[src/rtl/fifo_skew_scheduler_pkg.sv]
// Shared types for the systolic-array FIFO read sequencer.
// State encoding and stall-counter helpers.
package fifo_skew_scheduler_pkg;

  typedef enum logic [1:0] {
    ST_IDLE  = 2'd0,
    ST_RUN   = 2'd1,
    ST_FLUSH = 2'd2
  } state_e;

  localparam int STALL_CNT_W = 16;

  function automatic logic [STALL_CNT_W-1:0] sat_inc(
    input logic [STALL_CNT_W-1:0] v
  );
    return (&v) ? v : v + STALL_CNT_W'(1);
  endfunction

endpackage

[src/rtl/fifo_skew_window.sv]
// Per-row schedule window: row ROW_IDX is live
// while ROW_IDX <= t < ROW_IDX+LEN in RUN.
module fifo_skew_window #(
  parameter int ROW_IDX = 0,
  parameter int LEN     = 8,
  parameter int CNT_W   = 4
) (
  input  logic [CNT_W-1:0] t,
  input  logic             run,
  output logic             scheduled
);

  localparam logic [CNT_W-1:0] HI = CNT_W'(ROW_IDX + LEN);

  logic lo_ok;

  if (ROW_IDX == 0) begin : g_lo_zero
    assign lo_ok = 1'b1;
  end else begin : g_lo_cmp
    localparam logic [CNT_W-1:0] LO = CNT_W'(ROW_IDX);
    assign lo_ok = (t >= LO);
  end

  assign scheduled = run & lo_ok & (t < HI);

endmodule

[src/rtl/fifo_skew_scheduler.sv]
// Skewed read sequencer for the row FIFOs feeding the array.
// Whole wavefront freezes when any scheduled row is empty.
module fifo_skew_scheduler
  import fifo_skew_scheduler_pkg::*;
#(
  parameter  int ROWS  = 4,
  parameter  int LEN   = 8,
  localparam int CNT_W = $clog2(LEN + ROWS)
) (
  input  logic                   clk,
  input  logic                   rstn,
  input  logic                   start,
  input  logic                   abort,
  input  logic [ROWS-1:0]        fifo_empty,
  output logic [ROWS-1:0]        fifo_r_en,
  output logic [ROWS-1:0]        valid_out,
  output logic                   busy,
  output logic                   stall,
  output logic                   done,
  output logic [STALL_CNT_W-1:0] stall_cnt
);

  localparam logic [CNT_W-1:0] T_LAST = CNT_W'(LEN + ROWS - 2);

  state_e                 state_q, state_d;
  logic [CNT_W-1:0]       t_q, t_d;
  logic [ROWS-1:0]        valid_q, valid_d;
  logic [STALL_CNT_W-1:0] scnt_q, scnt_d;
  logic [ROWS-1:0]        sched;
  logic [ROWS-1:0]        r_en;
  logic                   run;
  logic                   stall_w;

  assign run = (state_q == ST_RUN);

  for (genvar i = 0; i < ROWS; i++) begin : g_win
    fifo_skew_window #(
      .ROW_IDX(i),
      .LEN    (LEN),
      .CNT_W  (CNT_W)
    ) u_win (
      .t        (t_q),
      .run      (run),
      .scheduled(sched[i])
    );
  end

  // Stall if any live row is empty; reads only on clean cycles.
  always_comb begin
    stall_w = |(sched & fifo_empty);
    r_en    = '0;
    if (!stall_w && !abort) begin
      r_en = sched;
    end
  end

  // Next state, wavefront counter, stall counter, valid.
  always_comb begin
    state_d = state_q;
    t_d     = t_q;
    scnt_d  = scnt_q;
    valid_d = r_en;
    unique case (state_q)
      ST_IDLE: begin
        if (start && !abort) begin
          state_d = ST_RUN;
          t_d     = '0;
          scnt_d  = '0;
        end
      end
      ST_RUN: begin
        if (stall_w) begin
          scnt_d = sat_inc(scnt_q);
        end
        if (abort) begin
          state_d = ST_IDLE;
          t_d     = '0;
        end else if (!stall_w) begin
          t_d = t_q + CNT_W'(1);
          if (t_q == T_LAST) begin
            state_d = ST_FLUSH;
          end
        end
      end
      ST_FLUSH: begin
        state_d = ST_IDLE;
        t_d     = '0;
      end
      default: begin
        state_d = ST_IDLE;
        t_d     = '0;
      end
    endcase
  end

  // State and registered outputs.
  always_ff @(posedge clk or negedge rstn) begin
    if (!rstn) begin
      state_q <= ST_IDLE;
      t_q     <= '0;
      valid_q <= '0;
      scnt_q  <= '0;
    end else begin
      state_q <= state_d;
      t_q     <= t_d;
      valid_q <= valid_d;
      scnt_q  <= scnt_d;
    end
  end

  assign fifo_r_en = r_en;
  assign valid_out = valid_q;
  assign stall     = stall_w;
  assign done      = (state_q == ST_FLUSH);
  assign busy      = (state_q == ST_RUN) | (state_q == ST_FLUSH);
  assign stall_cnt = scnt_q;

  a_no_rd_empty: assert property (
    @(posedge clk) disable iff (!rstn)
    (fifo_r_en & fifo_empty) == '0
  );

  a_stall_quiet: assert property (
    @(posedge clk) disable iff (!rstn)
    stall |-> (fifo_r_en == '0)
  );

endmodule

[config.mk]
export PLATFORM = sky130hd
export DESIGN_NAME = fifo_skew_scheduler
export DESIGN_NICKNAME = d
export VERILOG_FILES = /design/src/rtl/fifo_skew_scheduler_pkg.sv /design/src/rtl/fifo_skew_window.sv /design/src/rtl/fifo_skew_scheduler.sv
export SDC_FILE = /design/constraint.sdc
export NUM_CORES = 1
export LEC_CHECK = 0
export BUFFER_PORTS_ARGS = -buffer_cell sky130_fd_sc_hd__buf_2
export CAP_MARGIN = 0
export CORE_ASPECT_RATIO = 1.25
export CORE_UTILIZATION = 47
export DETAILED_ROUTE_END_ITERATION = 10
export GPL_ROUTABILITY_DRIVEN = 0
export MAX_ROUTING_LAYER = met4
export PLACE_DENSITY = 0.71
export SLEW_MARGIN = 20
export SYNTH_ARGS = -nofsm -noshare
export SYNTH_HDL_FRONTEND = slang
export SYNTH_HIERARCHICAL = 1
export SYNTH_SLANG_ARGS = --single-unit
[constraint.sdc]
create_clock -name clk -period 3.48 [get_ports clk]
set_input_delay 1.044 -clock clk [delete_from_list [all_inputs] [get_ports clk]]
set_output_delay 1.044 -clock clk [all_outputs]
set_load 0.02 [all_outputs]
# Yosys cells after proc, flatten, opt, wreduce, memory -nomap -nowiden
# Index checks and enable logic that the tools add are counted.
[word_totals] regBits=26 inputBits=8 output_inout_bits=27 wordCells=55
[op_classes] addsub=2 order_cmp=7 n_eq_ne=8 mux=14 bitwise_logic=9 reduce_logical=11
[op_table] cell="2-to-1 mux 16 bit" count=3
[op_table] cell="case mux 16 bit (2 select lines)" count=1
[op_table] cell="adder 16 x 1 -> 16 bit, second input constant" count=1
[op_table] cell="less-than comparator 4 bit, second input constant" count=4
[op_table] cell="2-to-1 mux 4 bit" count=4
[op_table] cell="AND reduction 16 bit" count=1
[op_table] cell=">= comparator 4 x 2 -> 1 bit, second input constant" count=2
[op_table] cell="2-to-1 mux 2 bit" count=4
[op_table] cell="case mux 4 bit (2 select lines)" count=1
[op_table] cell="AND 1 bit" count=7
[op_table] cell="inequality test 2 bit, second input constant" count=3
[op_table] cell="inequality test 3 bit, second input constant" count=2
[op_table] cell="adder 4 x 1 -> 4 bit, second input constant" count=1
[op_table] cell="AND 4 bit" count=1
[op_table] cell="== test 4 bit, second input constant" count=1
[op_table] cell=">= comparator 4 x 1 -> 1 bit, second input constant" count=1
[op_table] cell="case mux 2 bit (2 select lines)" count=1
[op_table] cell="AND reduction 4 bit" count=1
[op_table] cell="OR reduction 4 bit" count=1
[op_table] cell="AND reduction 3 bit" count=1
[op_table] cell="== test 2 x 1 -> 1 bit, second input constant" count=1
[op_table] cell="== test 2 bit, second input constant" count=1
[op_table] cell="logical AND 1 bit" count=2
[op_table] cell="zero test 1 bit" count=2
[op_table] cell="4 further kinds" count=4

# Depth between registers and ports, before layout
# Gate-level depths: netlist (run 1).
[depth] ltp_word=8 ltp_mapped=10 mapped_depth_nobuf=9

# Cells and area by module
# Netlist (run 1), hierarchy kept.
[modules_own_cells] module="fifo_skew_scheduler" instances=1 cells_each=154 area_per_inst_um2=1487.7 seq_area_each_um2=650.6
[modules_own_cells] module="fifo_skew_window (g_win[3].u_win)" instances=1 cells_each=4 area_per_inst_um2=28.8 seq_area_each_um2=0.0
[modules_own_cells] module="fifo_skew_window (g_win[1].u_win)" instances=1 cells_each=3 area_per_inst_um2=21.3 seq_area_each_um2=0.0
[modules_own_cells] module="fifo_skew_window (g_win[2].u_win)" instances=1 cells_each=3 area_per_inst_um2=17.5 seq_area_each_um2=0.0
[modules_own_cells] module="fifo_skew_window (g_win[0].u_win)" instances=1 cells_each=1 area_per_inst_um2=13.8 seq_area_each_um2=0.0

# Least setup slack after synthesis (run 1)
# Ideal clock, no wire load.
[synth_path] path_type="register to output" from="reg t_q[3]" to="out fifo_r_en[0]" t_arrival_ns=2.134 required_ns=2.436 setup_slack_ns=0.302 path_stages_with_launch=7 path_buffers=0 path_cell_list="dfrtp_1 > or4_1 > and3_1 > a22o_1 > or2_2 > nor2_1 > and2_1"
[synth_via] elab_chain_cells=8 word_cells_on_any_way=19 cone_classes="order compare (7); mux (1); bitwise (8); reduce/logical (3)"
[synth_rtl] item="start, declared" line_no="fifo_skew_scheduler.sv:26" text="logic [CNT_W-1:0] t_q, t_d;"
[synth_rtl] item="start signal, assigned" line_no="fifo_skew_scheduler.sv:105" text="t_q <= t_d;"
[synth_rtl] item=">= comparator 4 x 1 -> 1 bit" line_no="fifo_skew_window.sv:21" text="assign lo_ok = (t >= LO);"
[synth_rtl] item="AND 1 bit" line_no="fifo_skew_window.sv:24" text="assign scheduled = run & lo_ok & (t < HI);"
[synth_rtl] item="AND 1 bit (*)" line_no="fifo_skew_window.sv:24"
[synth_rtl] item="net sched[1]" line_no="fifo_skew_scheduler.sv:29" text="logic [ROWS-1:0] sched;"
[synth_rtl] item="AND 4 bit (*)" line_no="fifo_skew_scheduler.sv:50" text="stall_w = |(sched & fifo_empty);"
[synth_rtl] item="OR reduction 4 bit (*)" line_no="fifo_skew_scheduler.sv:50"
[synth_rtl] item="net stall" line_no="fifo_skew_scheduler.sv:18" text="output logic stall,"
[synth_rtl] item="zero test 1 bit (*)"
[synth_rtl] item="logical AND 1 bit (*)" line_no="fifo_skew_scheduler.sv:52" text="if (!stall_w && !abort) begin"
[synth_rtl] item="2-to-1 mux 4 bit (*)" line_no="fifo_skew_scheduler.sv:52"
[synth_rtl] item="end, declared" line_no="fifo_skew_scheduler.sv:15" text="output logic [ROWS-1:0] fifo_r_en,"
# The timed path passes the listed nets; every way through them passes the cells marked *.

# Worst setup path after layout (run 1)
[layout_path] from="reg t_q[2]" to="out fifo_r_en[3]"
[layout_via] elab_chain_cells=8 word_cells_on_any_way=19 cone_classes="order compare (7); mux (1); bitwise (8); reduce/logical (3)"
[layout_rtl] item=">= comparator 4 x 1 -> 1 bit" line_no="fifo_skew_window.sv:21"
[layout_rtl] item="AND 1 bit" line_no="fifo_skew_window.sv:24"
[layout_rtl] item="AND 1 bit (*)" line_no="fifo_skew_window.sv:24"
[layout_rtl] item="net sched[1]" line_no="fifo_skew_scheduler.sv:29"
[layout_rtl] item="AND 4 bit (*)" line_no="fifo_skew_scheduler.sv:50"
[layout_rtl] item="OR reduction 4 bit (*)" line_no="fifo_skew_scheduler.sv:50"
[layout_rtl] item="zero test 1 bit (*)"
[layout_rtl] item="logical AND 1 bit (*)" line_no="fifo_skew_scheduler.sv:52"
[layout_rtl] item="2-to-1 mux 4 bit (*)" line_no="fifo_skew_scheduler.sv:52"
# Marked as above.

==> results.py, run 1 <==
metrics = {
    "clock_network": {
        "cts_tree": "done",
        "cts.root.buffer_cell": "clkbuf_8",
        "tritoncts.num_buffers": 3,
        "clock_latency_ns": 0.27,
        "path_clk_slew_ns": 0.09,
        "cts_max_path_buffers": 2,
        "cts_sinks": 26,
        "h-tree-depth": 1,
    },
    "sta": {
        "fin_crit_sh_pct": 96.1,
        "period_needed_ns": 3.34,
        "slew_viol_final": 0,
        "setup_viol": 0,
        "hold_viol_final": 0,
        "setup_tns_ns": 0,
        "timing.fmax_ghz": 0.299,
        "max_slew.worst_pin.slew_ns": 0.583,
        "maxSlewHeadroom_pct": 61.1,
        "finClkSkew_ns": 0.00196,
        "rsz0062_at_grt": "no",
    },
    "yosys": {
        "yosys.area.top_type": "dfrtp_1",
        "ys_seq_area_share_pct": 41.5,
        "synth_area_per_cell_um2": 9.51,
        "syn-num-nets": 179,
        "ys_warn_count": 6,
        "synth.distinct_cells": 44,
        "synthArstFlopShare_pct": 100,
        "synthCells": 165,
        "synth_seq_cells": 26,
        "ys.flop_type": "dfrtp_1",
        "synthTopCellsByArea": "dfrtp_1, o31ai_1, ha_1, nor2_1, nand2_1",
        "netlist_area_um2": 1570,
        "synth_top_cell_area_share_pct": 41.5,
        "synth-edff-count": 0,
    },
    "worst_setup_path": {
        "crit_fanout": 5,
        "path_cells": "or4_1 > and3_1 > a22o_1 > or2_4 > nor2_4 > and2_1 > buf_2",
        "cp_num_buf_inv": 1,
        "reg2reg_depth": 9,
        "crit_type": "flop to output port",
        "arrival_ns": 2.30,
        "critPathCaptureType": "output port",
        "rr_endpoint": "stall_cnt[10]",
        "slowest_stage": "or4_1",
        "worstPathRequired_ns": 2.44,
        "critPathTopFamily": "simple AND/OR/NAND/NOR gates",
        "r2r_start": "state_q[1]",
        "cpPeakStageDelay_ns": 0.49,
        "startpoint": "t_q[2]",
        "ff2ff_setup_slack_ns": 0.83,
        "start_kind": "flop",
    },
    "global_routing": {
        "grt_start_max_net_pins": 27,
        "antenna_found_initial": 0,
        "grt_usage_pct": 21.9,
        "grt_first_pass_wirelength_um": 5550,
        "grt_pass1_vias": 1286,
        "overflow": 0,
    },
    "run_status": {
        "outcome": "finished, final reports clean",
    },
    "detailed_routing": {
        "drc_errors": 0,
        "dr.first_iter.drc_count": 42,
        "wl_per_cell_um": 14.6,
        "drt_pre_antenna_iters": 4,
        "totalWireLength_um": 3480,
        "via_per_inst": 5.93,
        "ant_nets": 0,
        "vias": 1411,
    },
    "power_and_ir_drop": {
        "p_int_uw": 649,
        "clkPwrFrac_pct": 14.8,
        "netSwitchingPower_uw": 494,
        "vdd_drop_max_mv": 0.327,
        "netSwitchingFraction_pct": 43.2,
        "power_per_cell_area_nw_per_um2": 620,
        "power_leakage_uw": 0.000958,
        "fin_total_pwr_uw": 1140,
        "p_comb_share_pct": 50.4,
        "seqPwrFrac_pct": 34.7,
    },
    "final_layout": {
        "drive_gt1_share_pct": 27.4,
        "diodes": 0,
        "fin_nets": 217,
        "area_delta_synth_final_pct": 17.5,
        "nFillCells": 297,
    },
    "run": {
        "maxCapViolCount": 0,
    },
    "placed_design": {
        "io_buffer_count": 34,
        "dp_hpwl_um": 2540,
    },
    "worst_hold_path": {
        "min_from": "stall_cnt[15]",
        "min_to": "stall_cnt[15]",
        "hold_depth": 1,
        "hp-class": "flop to flop",
    },
    "floorplanning": {
        "fp-row-count": 23,
        "die_w_um": 53.7,
        "initial_utilization_pct": 49.1,
        "coreArea_um2": 3190,
        "num_io_pins": 35,
        "die_h_um": 66.6,
        "die_area_um2": 3580,
    },
}
Yosys cell counts (2+ instances only):
library cell  number
nand3_1            5
mux2i_1            2
o41ai_1            2
clkbuf_1           3
o21ai_0            6
nor3_1             2
a21oi_1            5
dfrtp_1           26
buf_6              2
a211o_1            3
xor2_1             2
nand3b_1           2
a22o_1             4
o221ai_1           3
nor2_1            15
or3_1              2
inv_1              8
nand2b_1           3
and4_4             3
nand4_1            2
and3_1             7
and2_1             5
ha_1               6
a31oi_1            5
o31ai_1           12
nand2_1           12
layout make-up:
class | instances | area [um2] | area share [%]
multi-input cells | 124 | 852 | 46.2
flip-flops and latches | 26 | 653 | 35.4
repair buffers | 40 | 220 | 11.9
well taps | 37 | 46.3 | 2.51
clock buffers | 3 | 41.3 | 2.24
inverters | 8 | 30.0 | 1.63
state kept, by name, summed over array words and instances, names as in the netlist:
register and count:
stall_cnt 16, state_q 2, t_q 4, valid_out 4
worst max path at each step:
stage               depth (start not counted)           end
finish                                      7  fifo_r_en[3]
detailed placement                          6  fifo_r_en[2]
global route                                7  fifo_r_en[2]
global placement                            6  fifo_r_en[0]
floorplan                                   6  fifo_r_en[0]
CTS                                         7  fifo_r_en[2]
worst register-to-register path: cells and delay by family (launching register included):
family,cells,cell delay [ns]
and+or+nand+nor,3,0.54
AOI/OAI and AO/OA,3,1.02
DFF,1,0.41
adders and majority gates,1,0.27
muxes,1,0.22
buffers and inverters,1,0.09
layer usage:
metal,wire length (um),track usage (%),part of all wire [%]
met5,0,-,0
met4,57,11.2,1.6
met3,143,2.28,4.1
met2,1790,38.4,52
met1,1480,23.4,43
cell families after synthesis:
group                    synth area share, %
flip-flops                              41.5
adder cells (fa/ha/maj)                 4.78
AO/OA/AOI/OAI                           21.5
multiplexers                            1.99
AND/OR/NAND/NOR                         23.8
buffers and inverters                   4.86
XOR/XNOR                                1.67
power by group through the flow:
stage	combinational, uW	sequential (uW)	clock (uW)
2_1_floorplan	371	441	0
3_3_place_gp	538	405	0
3_5_place_dp	546	410	0
4_1_cts	567	397	177
5_1_grt	632	405	189
6_report	576	397	169
what timing repair did:
| item | 4_1_cts | 5_1_grt |
|---|---|---|
| resized for setup | 3 | 4 |
| gates cloned | 0 | 0 |
| hold buffers | 0 | 0 |
| endpoints found under the setup margin | 4 | 4 |
| setup buffers | 2 | 0 |
stage by stage:
stage	hold slack [ns]	worst slack (ns)	instances	util, %	area (um2)
final	0.500	0.136	238	57.7	1840
after global routing	0.530	0.0604	238	57.7	1840
after CTS	0.503	0.00628	238	57.3	1830
after detailed placement	0.491	0.200	233	55.4	1770
after global placement	0.487	0.262	233	55.4	1770
after floorplan	0.488	0.302	165	-	1570
cells in the final DEF, fill, tap and decap left out, types with 6 or more instances in the layout:
cell / instances
inv_1: 8
buf_2: 32
dfrtp_1: 24
buf_4: 8
o21ai_0: 6
ha_1: 6
o31ai_1: 12
nand2_1: 12
nor2_1: 14
and3_1: 7
Power figures use the tool's default switching activity.
==> run 2: changes to the inputs <==
- CORE_ASPECT_RATIO: 1.25 -> not set
==> run 2 against run 1 <==
Effect of this change:
- register-to-register slack improved by 0.05 ns
- sequential share of layout area decreased by 1.8 points
- first-iteration DRC count increased by 130%
==> results.py, run 2 (synthesis gave the netlist of run 1 again) <==
metrics = {
    "run_status": {
        "outcome": "finished, final reports clean",
    },
    "final_layout": {
        "multi_input_area_um2": 885,
        "mostFrequentLayoutCell": "buf_2",
        "nFillCells": 279,
        "regArea_um2": 656,
        "largest_reg_flops": 16,
        "diodes": 0,
        "post-route-util_pct": 62.8,
        "finalInstanceArea_um2": 1950,
        "area_delta_synth_final_pct": 24.2,
        "mostFrequentLayoutCells": "buf_2, dfrtp_1, nor2_1",
        "fin_nets": 221,
        "drive_gt1_share_pct": 34.0,
    },
    "sta": {
        "fin_crit_sh_pct": 97.6,
        "setup_viol": 0,
        "period_needed_ns": 3.40,
        "finClkSkew_ns": 0.00482,
        "maxSlewHeadroom_pct": 60.3,
        "timing.fmax_ghz": 0.294,
        "holdWs_ns": 0.526,
        "hold_viol_final": 0,
        "slew_viol_final": 0,
        "setup_tns_ns": 0,
        "max_slew.worst_pin.slew_ns": 0.595,
        "rsz0062_at_grt": "yes",
    },
    "detailed_routing": {
        "drc_errors": 0,
        "dr.first_iter.drc_count": 98,
        "via_per_inst": 5.71,
        "wl_per_cell_um": 14.2,
        "ant_nets": 0,
        "drt_pre_antenna_iters": 4,
        "vias": 1427,
        "totalWireLength_um": 3560,
    },
    "clock_network": {
        "cts_sinks": 26,
        "holdBufCountCts": 0,
        "h-tree-depth": 1,
        "cts.root.buffer_cell": "clkbuf_4",
        "cts_max_path_buffers": 2,
        "tritoncts.num_buffers": 3,
        "cts_tree": "done",
        "clock_latency_ns": 0.31,
        "path_clk_slew_ns": 0.15,
    },
    "worst_setup_path": {
        "slowest_stage": "or4_4",
        "r2r_start": "state_q[1]",
        "cp_num_cells": 7,
        "start_kind": "flop",
        "critPathCaptureType": "output port",
        "arrival_ns": 2.35,
        "crit_type": "flop to output port",
        "reg2reg_depth": 9,
        "worstPathRequired_ns": 2.44,
        "path_cells": "or4_4 > and3_4 > a22o_4 > or2_4 > nor2_4 > and2_4 > buf_6",
        "cpPeakStageDelay_ns": 0.51,
        "crit_fanout": 4,
        "critPathTopFamily": "simple AND/OR/NAND/NOR gates",
        "startpoint": "t_q[2]",
        "cp_num_buf_inv": 1,
    },
    "power_and_ir_drop": {
        "netSwitchingPower_uw": 503,
        "seqPwrFrac_pct": 32.1,
        "netSwitchingFraction_pct": 40.8,
        "vdd_drop_max_mv": 0.400,
        "p_comb_share_pct": 51.2,
        "fin_total_pwr_uw": 1230,
        "p_int_uw": 729,
        "clkPwrFrac_pct": 16.7,
        "power_leakage_uw": 0.000992,
        "power_per_cell_area_nw_per_um2": 632,
    },
    "worst_hold_path": {
        "hp-class": "flop to flop",
        "hold_depth": 1,
        "min_from": "stall_cnt[15]",
    },
    "global_routing": {
        "antenna_found_initial": 0,
        "grt_usage_pct": 22.3,
        "grt_pass1_vias": 1344,
        "grt_first_pass_wirelength_um": 6040,
        "grt_start_max_net_pins": 27,
        "overflow": 0,
    },
    "placed_design": {
        "place_area_um2": 1760,
        "io_buffer_count": 34,
        "dp_hpwl_um": 2450,
    },
    "floorplanning": {
        "initial_utilization_pct": 50.6,
        "die_h_um": 59.8,
        "coreArea_um2": 3100,
        "fp-row-count": 20,
        "die_area_um2": 3570,
        "die_w_um": 59.8,
        "num_io_pins": 35,
    },
    "run": {
        "maxCapViolCount": 0,
    },
}
-- run 2: cell count changes in the layout (fill, tap and decap cells not counted), sizes merged --
cell	previous run	this run
buf	40	44
bufinv	0	1
-- run 2: path summary, 6_finish.rpt --
kind	to	slack (ns)
setup / recovery	fifo_r_en[0]	0.08
hold / removal	stall_cnt[15]	0.53
setup reg to reg	stall_cnt[10]	0.88
hold reg to reg	stall_cnt[15]	0.53
max in group asynchronous	t_q[3]	2.35
min in group asynchronous	stall_cnt[11]	0.71
-- run 2: cell type report --
type / instances / share of cell area [%]
Tap cell: 44 / 2.83
Clock inverter: 1 / 1.54
Sequential cell: 26 / 33.7
Timing Repair Buffer: 44 / 13.9
Multi-Input combinational cell: 124 / 45.4
Clock buffer: 3 / 1.16
Inverter: 8 / 1.54
-- run 2: repair_timing --
| action | CTS | global route |
|---|---|---|
| buffers inserted | 5 | 3 |
| pin swaps | 0 | 5 |
| endpoints found under the setup margin | 4 | 4 |
| resized for setup | 8 | 15 |
-- run 2: power groups by stage --
stage,logic [uW],registers [uW],clock network [uW]
after floorplan,371,441,0
after global placement,525,406,0
after detailed placement,534,412,0
after CTS,559,399,211
after global routing,692,404,228
final,631,395,205
-- run 2: metal layers --
metal / global-route usage, % / share of wire [%] / routed length [um]
met4: 6.31 / 0.51 / 18
met1: 30.5 / 45 / 1600
met5: - / 0 / 0
met3: 3.25 / 4.3 / 154
met2: 34.3 / 50 / 1790
-- run 2: per-stage QoR --
step	cells	setup WS (ns)
2_1_floorplan	165	0.302
3_3_place_gp	238	0.269
3_5_place_dp	238	0.205
4_1_cts	247	-0.00278
5_1_grt	250	-0.0299
6_report	250	0.0825
==> run 3: changes to the inputs <==
- CELL_PAD_IN_SITES_DETAIL_PLACEMENT: not set -> 2
- CELL_PAD_IN_SITES_GLOBAL_PLACEMENT: not set -> 2
- CORE_UTILIZATION: 47 -> 32
- PLACE_DENSITY: 0.71 -> not set
- PLACE_DENSITY_LB_ADDON: not set -> 0.1
==> run 3 against run 2 <==
Effect of this change:
- register-to-register slack got worse by 0.09 ns
- final area grew 0.19%
- via count rose by 1.6%
- critical path depth stayed put
- hold slack better by 0.00051 ns
- sequential power about the same
- clock power fell by 2%
- first-iteration DRC count down 49%
- global-route usage is 2.7 points lower
- critical path type unchanged
- highest routed layer unchanged
==> results.py, run 3 (synthesis gave the netlist of run 1 again) <==
metrics = {
    "sta": {
        "max_slew.worst_pin.slew_ns": 0.617,
        "setup_viol": 0,
        "slew_viol_final": 0,
        "finClkSkew_ns": 0.00588,
        "rsz0062_at_grt": "no",
        "period_needed_ns": 3.33,
        "timing.fmax_ghz": 0.300,
        "fin_crit_sh_pct": 95.7,
        "hold_viol_final": 0,
        "setup_tns_ns": 0,
        "maxSlewHeadroom_pct": 58.9,
    },
    "worst_setup_path": {
        "cpPeakStageDelay_ns": 0.51,
        "critPathTopFamily": "simple AND/OR/NAND/NOR gates",
        "path_cells": "or4_1 > and3_4 > a22o_4 > or2_4 > nor2_4 > and2_1 > buf_4",
        "worstPathRequired_ns": 2.44,
        "slowest_stage": "or4_1",
        "crit_fanout": 4,
        "arrival_ns": 2.29,
        "rr_endpoint": "stall_cnt[10]",
        "critPathCaptureType": "output port",
        "startpoint": "t_q[2]",
        "crit_type": "flop to output port",
        "cp_num_buf_inv": 1,
        "reg2reg_depth": 9,
        "r2r_start": "t_q[2]",
        "ff2ff_setup_slack_ns": 0.79,
        "start_kind": "flop",
    },
    "final_layout": {
        "area_delta_synth_final_pct": 24.4,
        "largest_reg_flops": 16,
        "post-route-util_pct": 41.3,
        "diodes": 0,
        "mostFrequentLayoutCell": "buf_2",
        "drive_gt1_share_pct": 30.6,
        "finalInstanceArea_um2": 1950,
        "instances_no_fill": 273,
        "nFillCells": 539,
        "fin_nets": 221,
        "mostFrequentLayoutCells": "buf_2, dfrtp_1, nor2_1, buf_4",
    },
    "worst_hold_path": {
        "hold_depth": 1,
        "hp-class": "flop to flop",
        "min_from": "stall_cnt[15]",
        "min_to": "stall_cnt[15]",
    },
    "detailed_routing": {
        "wl_per_cell_um": 17.4,
        "vias": 1450,
        "ant_nets": 0,
        "drc_errors": 0,
        "drt_pre_antenna_iters": 3,
        "via_per_inst": 5.31,
        "dr.first_iter.drc_count": 50,
        "totalWireLength_um": 4750,
    },
    "global_routing": {
        "antenna_found_initial": 0,
        "grt_start_max_net_pins": 27,
        "grt_first_pass_wirelength_um": 7780,
        "grt_pass1_vias": 1541,
        "overflow": 0,
        "grt_usage_pct": 19.6,
    },
    "clock_network": {
        "clock_latency_ns": 0.27,
        "h-tree-depth": 1,
        "cts_tree": "done",
        "cts.root.buffer_cell": "clkbuf_8",
        "tritoncts.num_buffers": 3,
        "cts_sinks": 26,
        "path_clk_slew_ns": 0.10,
        "cts_max_path_buffers": 2,
    },
    "floorplanning": {
        "fp-row-count": 25,
        "die_w_um": 72.0,
        "die_area_um2": 5190,
        "die_h_um": 72.0,
        "initial_utilization_pct": 33.2,
        "num_io_pins": 35,
        "coreArea_um2": 4720,
    },
    "power_and_ir_drop": {
        "vdd_drop_max_mv": 0.229,
        "power_leakage_uw": 0.000996,
        "power_per_cell_area_nw_per_um2": 626,
    },
    "placed_design": {
        "place_area_um2": 1810,
        "io_buffer_count": 34,
        "dp_hpwl_um": 3390,
        "dp_cells": 263,
    },
    "run_status": {
        "outcome": "finished, final reports clean",
    },
    "run": {
        "maxCapViolCount": 0,
    },
}
## run 3: area by class of cell
cell class                 instances  area, um2  share of cell area, %
tap                               67       83.8                   4.29
timing repair buffer              44        255                   13.1
multi-input combinational        124        875                   44.8
sequential                        26        653                   33.5
clock buffer                       4       55.1                   2.82
inverter                           8       30.0                   1.54
## run 3: routing by layer
metal,vias to the layer above,global-route usage [%],share of wire [%]
met2,17,33.4,50
li1,697,-,-
met3,2,2.08,1.5
met1,734,25.7,48
met4,0,3.27,0.36
met5,-,-,0
## run 3: worst max-delay path by stage
stage               cells past startpoint  slack [ns]           end
finish                                  7        0.15  fifo_r_en[2]
global route                            7        0.05  fifo_r_en[2]
CTS                                     7        0.02  fifo_r_en[3]
detailed placement                      7        0.15  fifo_r_en[2]
global placement                        7        0.25  fifo_r_en[3]
floorplan                               6        0.30  fifo_r_en[0]
## run 3: power by group
| group | switching (uW) | internal (uW) | leakage (uW) |
|---|---|---|---|
| Combinational | 390 | 237 | 0.000619 |
| Sequential | 42.4 | 350 | 0.000348 |
| Clock | 99.4 | 101 | 0.0000288 |
| Total | 532 | 689 | 0.000996 |
## run 3: timing repair
action | in CTS | in global routing
pin swaps | 0 | 2
endpoints found under the setup margin | 4 | 4
hold buffers | 0 | 0
setup buffers | 4 | 2
gates cloned | 0 | 0
resized for setup | 6 | 6
## run 3: through the flow
step	hold WS, ns	power, uW	setup slack [ns]
2_1_floorplan	0.488	812	0.302
3_3_place_gp	0.497	962	0.252
3_5_place_dp	0.509	992	0.147
4_1_cts	0.523	1220	0.0171
5_1_grt	0.567	1310	0.0536
6_report	0.526	1220	0.148
